### config.mk
export PLATFORM = sky130hd
export DESIGN_NAME = accum_group_arbiter_flat
export DESIGN_NICKNAME = d
export VERILOG_FILES = /design/src/rtl/accum_group_arbiter_pkg.sv /design/src/rtl/accum_group_arbiter_if.sv /design/src/rtl/accum_tag_fifo.sv /design/src/rtl/accum_group_arbiter.sv /design/src/flat_wrapper.sv
export SDC_FILE = /design/constraint.sdc
export NUM_CORES = 1
export LEC_CHECK = 0
export CAP_MARGIN = 20
export CELL_PAD_IN_SITES_DETAIL_PLACEMENT = 0
export CELL_PAD_IN_SITES_GLOBAL_PLACEMENT = 2
export CORE_MARGIN = 3
export CORE_UTILIZATION = 25
export DETAILED_ROUTE_END_ITERATION = 8
export GPL_ROUTABILITY_DRIVEN = 0
export GPL_TIMING_DRIVEN = 0
export PLACE_DENSITY_LB_ADDON = 0.1
export SYNTH_ARGS = -nofsm -noshare
export SYNTH_HDL_FRONTEND = slang
export SYNTH_SLANG_ARGS = --single-unit
### constraint.sdc
create_clock -name clk -period 9.4 [get_ports clk]
set_input_delay 1.88 -clock clk [delete_from_list [all_inputs] [get_ports clk]]
set_output_delay 1.88 -clock clk [all_outputs]
set_load 0.05 [all_outputs]
### src/rtl/accum_group_arbiter_pkg.sv
// ------------------------------------------------------------------
// accum_arb_pkg : shared state type, default sizes, id-width helper
// rev 1.0
// ------------------------------------------------------------------
`default_nettype none

package accum_arb_pkg;

  localparam int c_DEF_WIDTH     = 32;
  localparam int c_DEF_NUM_REQ   = 4;
  localparam int c_DEF_TAG_DEPTH = 16;

  typedef enum logic [0:0] {
    IDLE   = 1'b0,
    LOCKED = 1'b1
  } arb_state_t;

  // Never returns less than 1 so single-entry vectors still have a bit.
  function automatic int clog2(input int n);
    int w;
    w = 0;
    for (int i = 0; i < 31; i++) begin
      if ((1 << i) < n) w = i + 1;
    end
    return (w < 1) ? 1 : w;
  endfunction

endpackage

`default_nettype wire

### src/rtl/accum_group_arbiter_if.sv
// ------------------------------------------------------------------
// accum_group_arbiter_if : requester, accumulator and result bundle
// rev 1.0
// ------------------------------------------------------------------
`default_nettype none

interface accum_group_arbiter_if
  import accum_arb_pkg::*;
#(
  parameter int WIDTH   = c_DEF_WIDTH,
  parameter int NUM_REQ = c_DEF_NUM_REQ
);
  localparam int ID_W = clog2(NUM_REQ);

  logic [NUM_REQ-1:0]            req_valid;
  logic [NUM_REQ-1:0][WIDTH-1:0] req_ip;
  logic [NUM_REQ-1:0]            req_end_of_group;
  logic [NUM_REQ-1:0]            req_ready;

  logic                          acc_valid_in;
  logic [WIDTH-1:0]              acc_ip;
  logic                          acc_end_of_group;
  logic                          acc_ready;
  logic                          acc_valid_out;
  logic [WIDTH-1:0]              acc_result;

  logic                          out_valid;
  logic [WIDTH-1:0]              out_result;
  logic [ID_W-1:0]               out_id;
  logic                          tag_underflow;

  modport master (
    output req_valid, req_ip, req_end_of_group, acc_ready, acc_valid_out, acc_result,
    input  req_ready, acc_valid_in, acc_ip, acc_end_of_group,
    input  out_valid, out_result, out_id, tag_underflow
  );

  modport slave (
    input  req_valid, req_ip, req_end_of_group, acc_ready, acc_valid_out, acc_result,
    output req_ready, acc_valid_in, acc_ip, acc_end_of_group,
    output out_valid, out_result, out_id, tag_underflow
  );

endinterface

`default_nettype wire

### src/rtl/accum_tag_fifo.sv
// ------------------------------------------------------------------
// accum_tag_fifo : zero-latency FIFO of group-owner ids
// rev 1.0
// ------------------------------------------------------------------
`default_nettype none

module accum_tag_fifo
  import accum_arb_pkg::*;
#(
  parameter int DEPTH = c_DEF_TAG_DEPTH,
  parameter int ID_W  = 2
) (
  input  wire logic            clk,
  input  wire logic            rst,
  input  wire logic            i_push,
  input  wire logic [ID_W-1:0] i_push_id,
  input  wire logic            i_pop,
  output logic                 o_full,
  output logic                 o_empty,
  output logic [ID_W-1:0]      o_head
);
  localparam int PTR_W = clog2(DEPTH);

  logic [ID_W-1:0]  r_mem [DEPTH];
  logic [PTR_W-1:0] r_wr_ptr;
  logic [PTR_W-1:0] r_rd_ptr;
  logic [PTR_W:0]   r_count;
  logic             w_do_push;
  logic             w_do_pop;

  assign o_full    = (r_count == (PTR_W+1)'(DEPTH));
  assign o_empty   = (r_count == '0);
  assign o_head    = r_mem[r_rd_ptr];
  // A pop on a full FIFO frees the slot the same-edge push lands in.
  assign w_do_pop  = i_pop && !o_empty;
  assign w_do_push = i_push && (!o_full || w_do_pop);

  always_ff @(posedge clk) begin
    if (w_do_push) r_mem[r_wr_ptr] <= i_push_id;
  end

  always_ff @(posedge clk) begin
    if (rst) begin
      r_wr_ptr <= '0;
      r_rd_ptr <= '0;
      r_count  <= '0;
    end else begin
      if (w_do_push) r_wr_ptr <= (r_wr_ptr == PTR_W'(DEPTH-1)) ? '0 : r_wr_ptr + 1'b1;
      if (w_do_pop)  r_rd_ptr <= (r_rd_ptr == PTR_W'(DEPTH-1)) ? '0 : r_rd_ptr + 1'b1;
      case ({w_do_push, w_do_pop})
        2'b10:   r_count <= r_count + 1'b1;
        2'b01:   r_count <= r_count - 1'b1;
        default: r_count <= r_count;
      endcase
    end
  end

endmodule

`default_nettype wire

### src/rtl/accum_group_arbiter.sv
// ------------------------------------------------------------------
// accum_group_arbiter : group-granular round-robin share of one accumulator
// rev 1.0
// ------------------------------------------------------------------
`default_nettype none

module accum_group_arbiter
  import accum_arb_pkg::*;
#(
  parameter int WIDTH     = c_DEF_WIDTH,
  parameter int NUM_REQ   = c_DEF_NUM_REQ,
  parameter int TAG_DEPTH = c_DEF_TAG_DEPTH
) (
  input wire logic              clk,
  input wire logic              rst,
  accum_group_arbiter_if.slave  arb_bus
);
  localparam int ID_W = clog2(NUM_REQ);

  arb_state_t       r_state;
  logic [ID_W-1:0]  r_owner;
  logic [ID_W-1:0]  r_last_owner;
  logic             r_out_valid;
  logic [WIDTH-1:0] r_out_result;
  logic [ID_W-1:0]  r_out_id;
  logic             r_underflow;

  logic             w_fifo_full;
  logic             w_fifo_empty;
  logic [ID_W-1:0]  w_fifo_head;
  logic             w_any_valid;
  logic [ID_W-1:0]  w_rr_pick;
  logic [ID_W-1:0]  w_cand;
  logic             w_grant;
  logic             w_locked;
  logic             w_group_done;

  // Descending scan so the candidate nearest last_owner+1 wins.
  always_comb begin
    w_any_valid = 1'b0;
    w_rr_pick   = r_last_owner;
    w_cand      = r_last_owner;
    for (int k = NUM_REQ; k >= 1; k--) begin
      w_cand = ID_W'((int'(r_last_owner) + k) % NUM_REQ);
      if (arb_bus.req_valid[w_cand]) begin
        w_rr_pick   = w_cand;
        w_any_valid = 1'b1;
      end
    end
  end

  assign w_grant      = (r_state == IDLE) && w_any_valid && !w_fifo_full;
  assign w_locked     = (r_state == LOCKED) && !rst;
  assign w_group_done = arb_bus.acc_valid_in && arb_bus.acc_ready && arb_bus.acc_end_of_group;

  assign arb_bus.acc_valid_in     = w_locked && arb_bus.req_valid[r_owner];
  assign arb_bus.acc_ip           = arb_bus.req_ip[r_owner];
  assign arb_bus.acc_end_of_group = w_locked && arb_bus.req_end_of_group[r_owner];

  always_comb begin
    arb_bus.req_ready = '0;
    if (w_locked) arb_bus.req_ready[r_owner] = arb_bus.acc_ready;
  end

  always_ff @(posedge clk) begin
    if (rst) begin
      r_state      <= IDLE;
      r_owner      <= '0;
      r_last_owner <= ID_W'(NUM_REQ - 1);
      r_out_valid  <= 1'b0;
      r_out_result <= '0;
      r_out_id     <= '0;
      r_underflow  <= 1'b0;
    end else begin
      case (r_state)
        IDLE: begin
          if (w_grant) begin
            r_state <= LOCKED;
            r_owner <= w_rr_pick;
          end
        end
        LOCKED: begin
          if (w_group_done) begin
            r_state      <= IDLE;
            r_last_owner <= r_owner;
          end
        end
        default: r_state <= IDLE;
      endcase

      r_out_valid <= arb_bus.acc_valid_out;
      if (arb_bus.acc_valid_out) begin
        r_out_result <= arb_bus.acc_result;
        r_out_id     <= w_fifo_empty ? '0 : w_fifo_head;
        if (w_fifo_empty) r_underflow <= 1'b1;
      end
    end
  end

  assign arb_bus.out_valid     = r_out_valid;
  assign arb_bus.out_result    = r_out_result;
  assign arb_bus.out_id        = r_out_id;
  assign arb_bus.tag_underflow = r_underflow;

  accum_tag_fifo #(
    .DEPTH (TAG_DEPTH),
    .ID_W  (ID_W)
  ) u_tag_fifo (
    .clk       (clk),
    .rst       (rst),
    .i_push    (w_grant),
    .i_push_id (w_rr_pick),
    .i_pop     (arb_bus.acc_valid_out),
    .o_full    (w_fifo_full),
    .o_empty   (w_fifo_empty),
    .o_head    (w_fifo_head)
  );

endmodule

`default_nettype wire
### src/flat_wrapper.sv
// flat-port wrapper written by rule: the top's interface ports become plain ports
module accum_group_arbiter_flat import accum_arb_pkg::*;
#(
  parameter int WIDTH     = c_DEF_WIDTH,
  parameter int NUM_REQ   = c_DEF_NUM_REQ,
  parameter int TAG_DEPTH = c_DEF_TAG_DEPTH
)
  (clk, rst, arb_bus_req_valid, arb_bus_req_ip, arb_bus_req_end_of_group, arb_bus_acc_ready, arb_bus_acc_valid_out, arb_bus_acc_result, arb_bus_req_ready, arb_bus_acc_valid_in, arb_bus_acc_ip, arb_bus_acc_end_of_group, arb_bus_out_valid, arb_bus_out_result, arb_bus_out_id, arb_bus_tag_underflow);
  accum_group_arbiter_if #(.WIDTH(WIDTH), .NUM_REQ(NUM_REQ)) arb_bus_i ();
  input wire logic clk;
  input wire logic rst;
  input wire logic [$bits(arb_bus_i.req_valid)-1:0] arb_bus_req_valid;
  input wire logic [$bits(arb_bus_i.req_ip)-1:0] arb_bus_req_ip;
  input wire logic [$bits(arb_bus_i.req_end_of_group)-1:0] arb_bus_req_end_of_group;
  input wire logic [$bits(arb_bus_i.acc_ready)-1:0] arb_bus_acc_ready;
  input wire logic [$bits(arb_bus_i.acc_valid_out)-1:0] arb_bus_acc_valid_out;
  input wire logic [$bits(arb_bus_i.acc_result)-1:0] arb_bus_acc_result;
  output wire logic [$bits(arb_bus_i.req_ready)-1:0] arb_bus_req_ready;
  output wire logic [$bits(arb_bus_i.acc_valid_in)-1:0] arb_bus_acc_valid_in;
  output wire logic [$bits(arb_bus_i.acc_ip)-1:0] arb_bus_acc_ip;
  output wire logic [$bits(arb_bus_i.acc_end_of_group)-1:0] arb_bus_acc_end_of_group;
  output wire logic [$bits(arb_bus_i.out_valid)-1:0] arb_bus_out_valid;
  output wire logic [$bits(arb_bus_i.out_result)-1:0] arb_bus_out_result;
  output wire logic [$bits(arb_bus_i.out_id)-1:0] arb_bus_out_id;
  output wire logic [$bits(arb_bus_i.tag_underflow)-1:0] arb_bus_tag_underflow;
  assign arb_bus_i.req_valid = arb_bus_req_valid;
  assign arb_bus_i.req_ip = arb_bus_req_ip;
  assign arb_bus_i.req_end_of_group = arb_bus_req_end_of_group;
  assign arb_bus_i.acc_ready = arb_bus_acc_ready;
  assign arb_bus_i.acc_valid_out = arb_bus_acc_valid_out;
  assign arb_bus_i.acc_result = arb_bus_acc_result;
  assign arb_bus_req_ready = arb_bus_i.req_ready;
  assign arb_bus_acc_valid_in = arb_bus_i.acc_valid_in;
  assign arb_bus_acc_ip = arb_bus_i.acc_ip;
  assign arb_bus_acc_end_of_group = arb_bus_i.acc_end_of_group;
  assign arb_bus_out_valid = arb_bus_i.out_valid;
  assign arb_bus_out_result = arb_bus_i.out_result;
  assign arb_bus_out_id = arb_bus_i.out_id;
  assign arb_bus_tag_underflow = arb_bus_i.tag_underflow;
  accum_group_arbiter #(.WIDTH(WIDTH), .NUM_REQ(NUM_REQ), .TAG_DEPTH(TAG_DEPTH)) u_core (.clk(clk), .rst(rst), .arb_bus(arb_bus_i));
endmodule
==> results.sh <==
export IMPL_cts_made_buffers=9
export IMPL_io_pins=246
export IMPL_drc=0
export IMPL_dp_worst_setup_slack_ns=3.71
export IMPL_grtUsageMet2_pct=25.5
export IMPL_antenna_found_initial=0
export IMPL_min_period_ns=5.67
export IMPL_p_switching_mw=0.533
export IMPL_slew_headroom_pct=56.3
export IMPL_synth_adder_area_share_pct=2.18
export IMPL_clk_latency_ns=0.34
export IMPL_crit_arrival_ns=3.79
export IMPL_vias=3912
export IMPL_dieArea_um2=20100
export IMPL_cp_data_required_time_ns=7.52
export IMPL_cp_end_kind="primary output"
export IMPL_track_usage_pct=15.3
export IMPL_totalPowerFinal_mw=1.55
export IMPL_routed_wl_um=15900
export IMPL_hp_class="reg2reg"
export IMPL_use_met3_pct=4.35
export IMPL_yosysUniqueCellTypes=47
export IMPL_start_util_pct=26.0
export IMPL_comb_power_share_pct=40.6
export IMPL_setup_violations=0
export IMPL_critPathKind="in2out"
export IMPL_first_global_vias=4045
export IMPL_cts_tree="done"
export IMPL_fin_tns_setup_ns=0
export IMPL_period_share_pct=60.3
export IMPL_cp_max_fo=6
export IMPL_fp_dieW_um=142
export IMPL_clk_path_buf_depth=2
export IMPL_dp_hpwl_um=12900
export IMPL_grt_pass1_wl_um=23500
export IMPL_ir_drop_uv=148
export IMPL_synth_net_count=550
export IMPL_syn_inst=370
export IMPL_outcome="finished clean"
export IMPL_maxCapViolations=0
export IMPL_antenna_left=0
export IMPL_clk_pin_slew_worst_paths_ns=0.06
export IMPL_fillers=1648
export IMPL_synth_xor_area_share_pct=0.952
export IMPL_reg2reg_slack_ns=5.92
export IMPL_netlist_area_um2=4600
export IMPL_io_buffers=244
export IMPL_max_slew_worst_pin_slew_ns=0.656
export IMPL_top_usage_layer="met2"
export IMPL_grt_setup_unrepaired="no"
export IMPL_maxSlewViolCount=0
export IMPL_synth_compound_area_share_pct=4.93
export IMPL_hold_buffers=0
export IMPL_synth_main_ff_cell="dfxtp_1"
export IMPL_yosysSeqAreaShare_pct=46.1
export IMPL_cp_cell_sequence="clkdlybuf4s50_1 > mux4_2 > and2_1 > clkdlybuf4s50_1"
export IMPL_grt_max_degree=17
export IMPL_fp_dieH_um=142
export IMPL_hold_viol=0
export IMPL_core_rowCount=48
export IMPL_dpl_instance_area_um2=7320
export IMPL_syn_area_per_cell_um2=12.4
export IMPL_slowest_stage="clkdlybuf4s50_1"
export IMPL_p_seq_share_pct=30.8
export IMPL_p_int_mw=1.02
export IMPL_p_per_area_nw_per_um2=201
export IMPL_gr_total_overflow=0
export IMPL_grtUsageMet1_pct=19.2
export IMPL_multi_input_area_um2=2320
export IMPL_areaGrowthSynthToFinish_pct=67.4
export IMPL_via_per_inst=4.58
export IMPL_layout_drive_gt1_share_pct=11.1
export IMPL_async_flop_share_pct=0
export IMPL_p_clk_share_pct=28.6
export IMPL_max_stage_delay_ns=0.72
export IMPL_fmax_mhz=176
export IMPL_synth_top_family_by_area="multiplexers"
export IMPL_post_cts_setup_buffer_count=0
export IMPL_final_design_area_no_fill_um2=7700
export IMPL_fin_ws_ns=3.73
export IMPL_clock_root_buffer="clkbuf_16"
export IMPL_yosys_warnings=0
export IMPL_diodes=0
export IMPL_wl_per_cell_um=18.6
export IMPL_synth_simple_area_share_pct=12.5
export IMPL_synth_edf_count=32
export IMPL_drtIter0Drc=109
export IMPL_finClkSkew_ns=0.00539
export IMPL_num_nets_final=805
export IMPL_dr_pass1_iters=5
export IMPL_cts_htree_levels=3
export IMPL_core_um2=17700
export IMPL_clock_sinks=90
export IMPL_synthMuxAreaShare_pct=30.0
export IMPL_synth_seq_cells=90
export IMPL_p_sw_share_pct=34.4
export IMPL_cpMostUsedCell="clkdlybuf4s50_1"
export IMPL_leakage_nw=2.88
export IMPL_worstSetupStartpointType="input pin"
export IMPL_regArea_um2=2120
export IMPL_cts_repair_resize_count=0
[synth_stat cells, drive strengths merged, types with 2 or more instances]
master	instances	area share, %
a21oi	17	1.9
and3b	2	0.38
nor3	6	0.65
or2	2	0.27
inv	6	0.49
o21ai	6	0.73
nor4	3	0.41
dfxtp	58	25
a22o	2	0.38
xor2	5	0.95
ha	8	2.2
nand2b	3	0.41
nand2	12	0.98
mux4	44	22
nor2	54	4.4
mux2i	34	7.4
edfxtp	32	21
clkbuf	14	1.2
buf	15	1.6
nor3b	3	0.49
nor2b	4	0.54
and2	8	1.1
or3	3	0.41
nand3	4	0.44
mux2	2	0.49
and3	5	0.68
and4	3	0.57
[logic make-up (layout without fill, tap and decap cells)]
family,after synthesis,count (layout)
buffers and inverters,35,295
flip-flops,90,90
multiplexers,80,80
AND/OR/NAND/NOR,116,116
AO/OA/AOI/OAI,36,36
XOR/XNOR,5,5
adder cells (fa/ha/maj),8,8
[stage by stage]
stage / utilization [%] / cells / hold WS, ns
global route: 43.6 / 855 / 0.514
finish: 43.6 / 855 / 0.477
floorplan: - / 370 / 0.472
CTS: 43.6 / 855 / 0.484
detailed placement: 41.5 / 839 / 0.466
global placement: 41.5 / 839 / 0.455
[metal layers]
metal	vias to the layer above	part of all wire [%]
li1	1907	-
met1	1844	40
met2	137	52
met3	24	6.1
met4	0	2.2
met5	-	0
[critical path, delay by kind of cell]
family                 cells  cell delay [ns]
buffers and inverters      2             1.22
multiplexers               1             0.52
AND/OR/NAND/NOR            1             0.17
[final timing paths]
path | end | cells past startpoint | from
worst min-delay path | u_core.arb_bus.tag_underflow | 2 | u_core.arb_bus.tag_underflow
worst max register to register | u_core.u_tag_fifo.r_count[4] | 13 | u_core.u_tag_fifo.r_count[1]
worst max-delay path | arb_bus_acc_valid_in | 4 | arb_bus_req_valid[3]
worst min register to register | u_core.arb_bus.tag_underflow | 2 | u_core.arb_bus.tag_underflow
[cell usage in the layout, fill, tap and decap left out, drive strengths merged, types with 2 or more instances in the layout]
master | synthesis | routed
a21oi | 17 | 17
a22o | 2 | 2
and2 | 8 | 8
and3 | 5 | 5
and3b | 2 | 2
and4 | 3 | 3
buf | 15 | 15
bufinv | 0 | 4
clkbuf | 14 | 23
clkdlybuf4s50 | 0 | 244
dfxtp | 58 | 58
edfxtp | 32 | 32
ha | 8 | 8
inv | 6 | 8
mux2 | 2 | 2
mux2i | 34 | 34
mux4 | 44 | 44
nand2 | 12 | 12
nand2b | 3 | 3
nand3 | 4 | 4
nor2 | 54 | 54
nor2b | 4 | 4
nor3 | 6 | 6
nor3b | 3 | 3
nor4 | 3 | 3
o21ai | 6 | 6
or2 | 2 | 2
or3 | 3 | 3
xor2 | 5 | 5
[power by group through the flow]
stage	Combinational [mW]	Clock, mW	Sequential, mW
after global routing	0.675	0.475	0.482
after global placement	0.632	0	0.485
final	0.629	0.443	0.477
after detailed placement	0.634	0	0.485
after floorplan	0.374	0	0.520
after CTS	0.637	0.455	0.477
[registers in the layout (all words and copies together) (netlist names), named ones only]
| signal | count |
|---|---|
| u_core.arb_bus.out_valid | 1 |
| u_core.u_tag_fifo.r_count | 5 |
| u_core.u_tag_fifo.r_mem | 32 |
| u_core.u_tag_fifo.r_rd_ptr | 4 |
| u_core.arb_bus.tag_underflow | 1 |
| u_core.arb_bus.out_result | 32 |
| u_core.u_tag_fifo.r_wr_ptr | 4 |
| u_core.r_last_owner | 2 |
| u_core.arb_bus.out_id | 2 |
| u_core.r_state | 1 |
| u_core.r_owner | 2 |
[cell type report]
| class | count | area share [%] |
|---|---|---|
| repair buffers | 244 | 31.7 |
| multi-input cells | 245 | 30.2 |
| flip-flops and latches | 90 | 27.6 |
| well taps | 225 | 3.66 |
| clock buffers | 9 | 2.93 |
| clock inverters | 7 | 1.93 |
| plain buffers | 29 | 1.67 |
| inverters | 6 | 0.293 |
Power figures use the tool's default switching activity.
==> patch 1, RTL diff (same settings) <==
Compare `r_count` against `(PTR_W+1)'(DEPTH)` with >= in place of ==.
--- a/src/rtl/accum_tag_fifo.sv
+++ b/src/rtl/accum_tag_fifo.sv
@@ -29,5 +29,5 @@
   logic             w_do_pop;
 
-  assign o_full    = (r_count == (PTR_W+1)'(DEPTH));
+  assign o_full    = (r_count >= (PTR_W+1)'(DEPTH));
   assign o_empty   = (r_count == '0);
   assign o_head    = r_mem[r_rd_ptr];
Formal check against the unedited RTL: no difference found for any inputs over 4 cycles, from zero or initial values and one cycle with rst high; that may be too few to reach the edited logic, so the function may still have changed.
==> patch 1 against the original RTL <==
Final area down 1.1%. Sequential power up 1%. Synthesized cell count down 0.81%. Routed wire length up 4.0%. Area after synthesis down 0.82%. Worst setup slack worse by 0.024 ns. Highest routed layer unchanged. Sequential cell count unchanged. Power up 2.1%. Largest power group unchanged. Count of clock-buffer cells in the layout up 1.
==> patch 1: results <==
export IMPL_fin_nets=803
export IMPL_irDropWorstVdd_v=0.0000990
export IMPL_use_met3_pct=5.26
export IMPL_synth_fp_nets=547
export IMPL_drt_initial_drc_count=146
export IMPL_vias=3887
export IMPL_p_int_uw=982
export IMPL_wirelength_mm=16.5
export IMPL_synthXorXnorAreaFrac_pct=1.15
export IMPL_synthMuxAreaShare_pct=30.2
export IMPL_critPathLaunch="rst"
export IMPL_place_hpwl_mm=13.4
export IMPL_syn_inst=367
export IMPL_worst_pin_slew_ns=0.691
export IMPL_wirelength_met1_mm=6.89
export IMPL_seq_area_frac_synth_pct=46.5
export IMPL_r2r_slack_ns=6.24
export IMPL_fin_crit_ns=5.70
export IMPL_placedInstanceArea_um2=7280
export IMPL_clk_power_uw=383
export IMPL_synth_compound_area_share_pct=4.99
export IMPL_use_met2_pct=27.7
export IMPL_grt_usage_pct=16.0
export IMPL_cp_max_fo=10
export IMPL_status="complete, no violations"
export IMPL_wl_per_cell_um=19.4
export IMPL_p_comb_uw=717
export IMPL_rr_worst_depth=12
export IMPL_yosys_cell_types_count=51
export IMPL_grt_first_pass_wirelength_mm=24.2
export IMPL_route_met3_wl_mm=1.15
export IMPL_place_inst=836
export IMPL_synth_adder_area_share_pct=2.19
export IMPL_grt_max_degree=18
export IMPL_post_route_cells_drive_above_1_share_pct=11.9
export IMPL_yosys_top_cells_area="dfxtp_1 25%, edfxtp_1 21%, mux4_2 20%, mux2i_1 7.7%, nor2_1 5.5%"
export IMPL_pg_seq_uw=482
export IMPL_wl_met2_mm=8.31
export IMPL_ys_top_cells_by_count="67 x nor2_1, 58 x dfxtp_1, 41 x mux4_2, 35 x mux2i_1, 32 x edfxtp_1"
export IMPL_leakagePower_uw=0.00280
export IMPL_worstPathArrival_ns=3.82
export IMPL_drt_pass1_iterations=4
export IMPL_finClkSkew_ns=0.00729
-- patch 1: how the worst min path moves through the flow --
stage                                       start                      endpoint  slack (ns)  cells after the start
floorplan           u_core.u_tag_fifo.r_rd_ptr[0]                      register        0.48                      2
global placement     u_core.arb_bus.tag_underflow  u_core.arb_bus.tag_underflow        0.46                      2
detailed placement   u_core.arb_bus.tag_underflow  u_core.arb_bus.tag_underflow        0.46                      2
CTS                  u_core.arb_bus.tag_underflow  u_core.arb_bus.tag_underflow        0.48                      2
global route             u_core.arb_bus.out_id[0]      u_core.arb_bus.out_id[0]        0.50                      1
finish               u_core.arb_bus.tag_underflow  u_core.arb_bus.tag_underflow        0.47                      2
-- patch 1: final cells by class --
type	count	area, um^2
buffer	26	118
clock buffer	10	239
clock inverter	6	80.1
fill	1669	9990
inverter	6	25.0
multi-input combinational	245	2300
sequential	90	2120
tap	225	282
timing repair buffer	245	2450
-- patch 1: worst max-delay path: cells and delay by family --
family | cells | cell delay (ns)
buf+inv | 3 | 1.65
simple gates | 2 | 0.28
==> patch 2, RTL diff (same flow settings) <==
Without the edit above. Change the package constant `c_DEF_NUM_REQ` from 4 to 8.
--- a/src/rtl/accum_group_arbiter_pkg.sv
+++ b/src/rtl/accum_group_arbiter_pkg.sv
@@ -8,5 +8,5 @@
 
   localparam int c_DEF_WIDTH     = 32;
-  localparam int c_DEF_NUM_REQ   = 4;
+  localparam int c_DEF_NUM_REQ   = 8;
   localparam int c_DEF_TAG_DEPTH = 16;
 
Interface: changed (5 resized); port bits go from 246 to 387. No check against the original RTL was run, so the function may have changed too.
==> patch 2 against the original RTL <==
Final area grew 53%. Power grew 42%. Largest power group unchanged. Via count is 65% higher. Worst setup slack worse by 0.21 ns. Routed wire length up 120%. Critical path type unchanged. Sequential cell count grew 19. Area after synthesis rose by 56%. Register-to-register slack worse by 1.6 ns.
==> patch 2: results <==
export IMPL_ys_top_cells_by_count="89 x mux4_2, 63 x nor2_1, 61 x dfxtp_1, 48 x edfxtp_1, 47 x mux2i_1"
export IMPL_crit_path_max_incr_delay_ns=0.86
export IMPL_met1_usage_pct=26.3
export IMPL_leakagePower_uw=0.00415
export IMPL_drt_initial_drc_count=318
export IMPL_p_int_uw=1310
export IMPL_finClkSkew_ns=0.00916
export IMPL_synthXorXnorAreaFrac_pct=1.22
export IMPL_wl_per_cell_um=25.5
export IMPL_grt_max_degree=19
export IMPL_synth_compound_area_share_pct=6.05
export IMPL_antenna_found_initial=8
export IMPL_worst_pin_slew_ns=0.893
export IMPL_synth_adder_area_share_pct=1.75
export IMPL_ys_warn_count=0
export IMPL_syn_inst=570
export IMPL_synth_fp_nets=888
export IMPL_grt_pass1_vias=6780
export IMPL_place_inst=1334
export IMPL_worstPathArrival_ns=4.01
export IMPL_yosys_cell_types_count=54
export IMPL_yosys_top_cells_area="mux4_2 28%, edfxtp_1 20%, dfxtp_1 17%, mux2i_1 6.6%, mux2_2 5.8%"
export IMPL_seq_area_frac_synth_pct=37.2
export IMPL_use_met3_pct=5.45
export IMPL_place_hpwl_mm=29.6
export IMPL_post_cts_setup_buffers=0
export IMPL_synth_edf_count=48
export IMPL_routed_via_density=4.77
export IMPL_use_met2_pct=38.9
export IMPL_final_cells=1354
export IMPL_synthMuxAreaShare_pct=40.8
export IMPL_largest_register_ffs=48
export IMPL_regMostFlops="u_core.u_tag_fifo.r_mem"
export IMPL_cp_max_fo=6
export IMPL_drt_pass1_iterations=6
export IMPL_pre_cts_ws_ns=3.36
export IMPL_min_path_type="register to register"
export IMPL_io_buffers=386
export IMPL_grt_usage_pct=21.9
export IMPL_irDropWorstVdd_v=0.0000761
export IMPL_grt_first_pass_wirelength_mm=48.0
export IMPL_post_route_cells_drive_above_1_share_pct=16.2
export IMPL_status="complete, no violations"
==> patch 2: cell count changes after synthesis, moves of 5 or more <==
cell	before	now
mux2i_1	34	47
inv_1	6	16
and2_1	8	2
mux4_1	7	0
nor2_1	54	63
mux2_2	2	37
edfxtp_1	32	48
clkbuf_1	13	25
nand2_1	12	22
a211o_1	0	5
mux4_2	37	89
==> patch 2: final cells by class <==
cell class              instances  area [um^2]
fillers                      2722        16200
multi-input cells             397         4210
repair buffers                386         3860
flip-flops and latches        109         2660
well taps                     378          473
clock buffers                  11          233
plain buffers                  46          206
inverters                      18         67.6
clock inverters                 5         35.0
diodes                          4         10.0
==> patch 2: path summary, 6_finish.rpt <==
check | slack, ns | to | startpoint | depth (start not counted)
hold reg to reg | 0.47 | u_core.arb_bus.out_id[0] | u_core.arb_bus.out_id[0] | 2
setup / recovery | 3.51 | arb_bus_req_ready[1] | rst | 5
hold / removal | 0.47 | u_core.arb_bus.out_id[0] | u_core.arb_bus.out_id[0] | 2
setup reg to reg | 4.28 | u_core.u_tag_fifo.r_count[4] | u_core.r_last_owner[1] | 20
==> patch 2: logic make-up (layout without fill, tap and decap cells) <==
family / Yosys count / after routing
fa+ha+maj: 10 / 10
other cells: 0 / 4
mux: 175 / 175
flops: 109 / 109
xor+xnor: 10 / 10
compound gates: 66 / 66
simple gates: 136 / 136
buf+inv: 64 / 466
==> patch 2: per-stage QoR <==
step	util (%)	power (uW)	instance area, um^2
finish	42.0	2210	11800
global route	42.0	2320	11800
CTS	42.0	2240	11800
detailed placement	41.0	1870	11500
global placement	41.0	1880	11500
floorplan	-	1420	7150
==> patch 2: worst reg2reg max path: stages (launching register included) <==
cell and delay, ns:
dfxtp_1 0.33, clkbuf_1 0.39, inv_1 0.25, ha_1 0.33, clkbuf_1 0.32, mux4_2 0.66, mux2i_1 0.32, nand2_1 0.12
o31a_1 0.35, inv_2 0.09, buf_6 0.15, ha_1 0.15, clkbuf_1 0.38, xor2_1 0.13, ha_1 0.21, a21oi_1 0.27
nor3_1 0.08, o21ai_0 0.18, a21oi_1 0.10, xnor2_1 0.14, nor2_1 0.05
==> patch 2: power groups by stage <==
| stage | logic, uW | registers [uW] | clock network (uW) |
|---|---|---|---|
| floorplan | 771 | 645 | 0 |
| global placement | 1270 | 603 | 0 |
| detailed placement | 1270 | 603 | 0 |
| CTS | 1280 | 593 | 366 |
| global route | 1340 | 600 | 383 |
| finish | 1260 | 592 | 355 |
==> patch 2: layer usage <==
layer | part of all wire [%] | vias up
met2 | 52 | 241
met4 | 2.0 | 2
met3 | 7.3 | 31
met5 | 0.029 | -
met1 | 39 | 3167
li1 | - | 3022
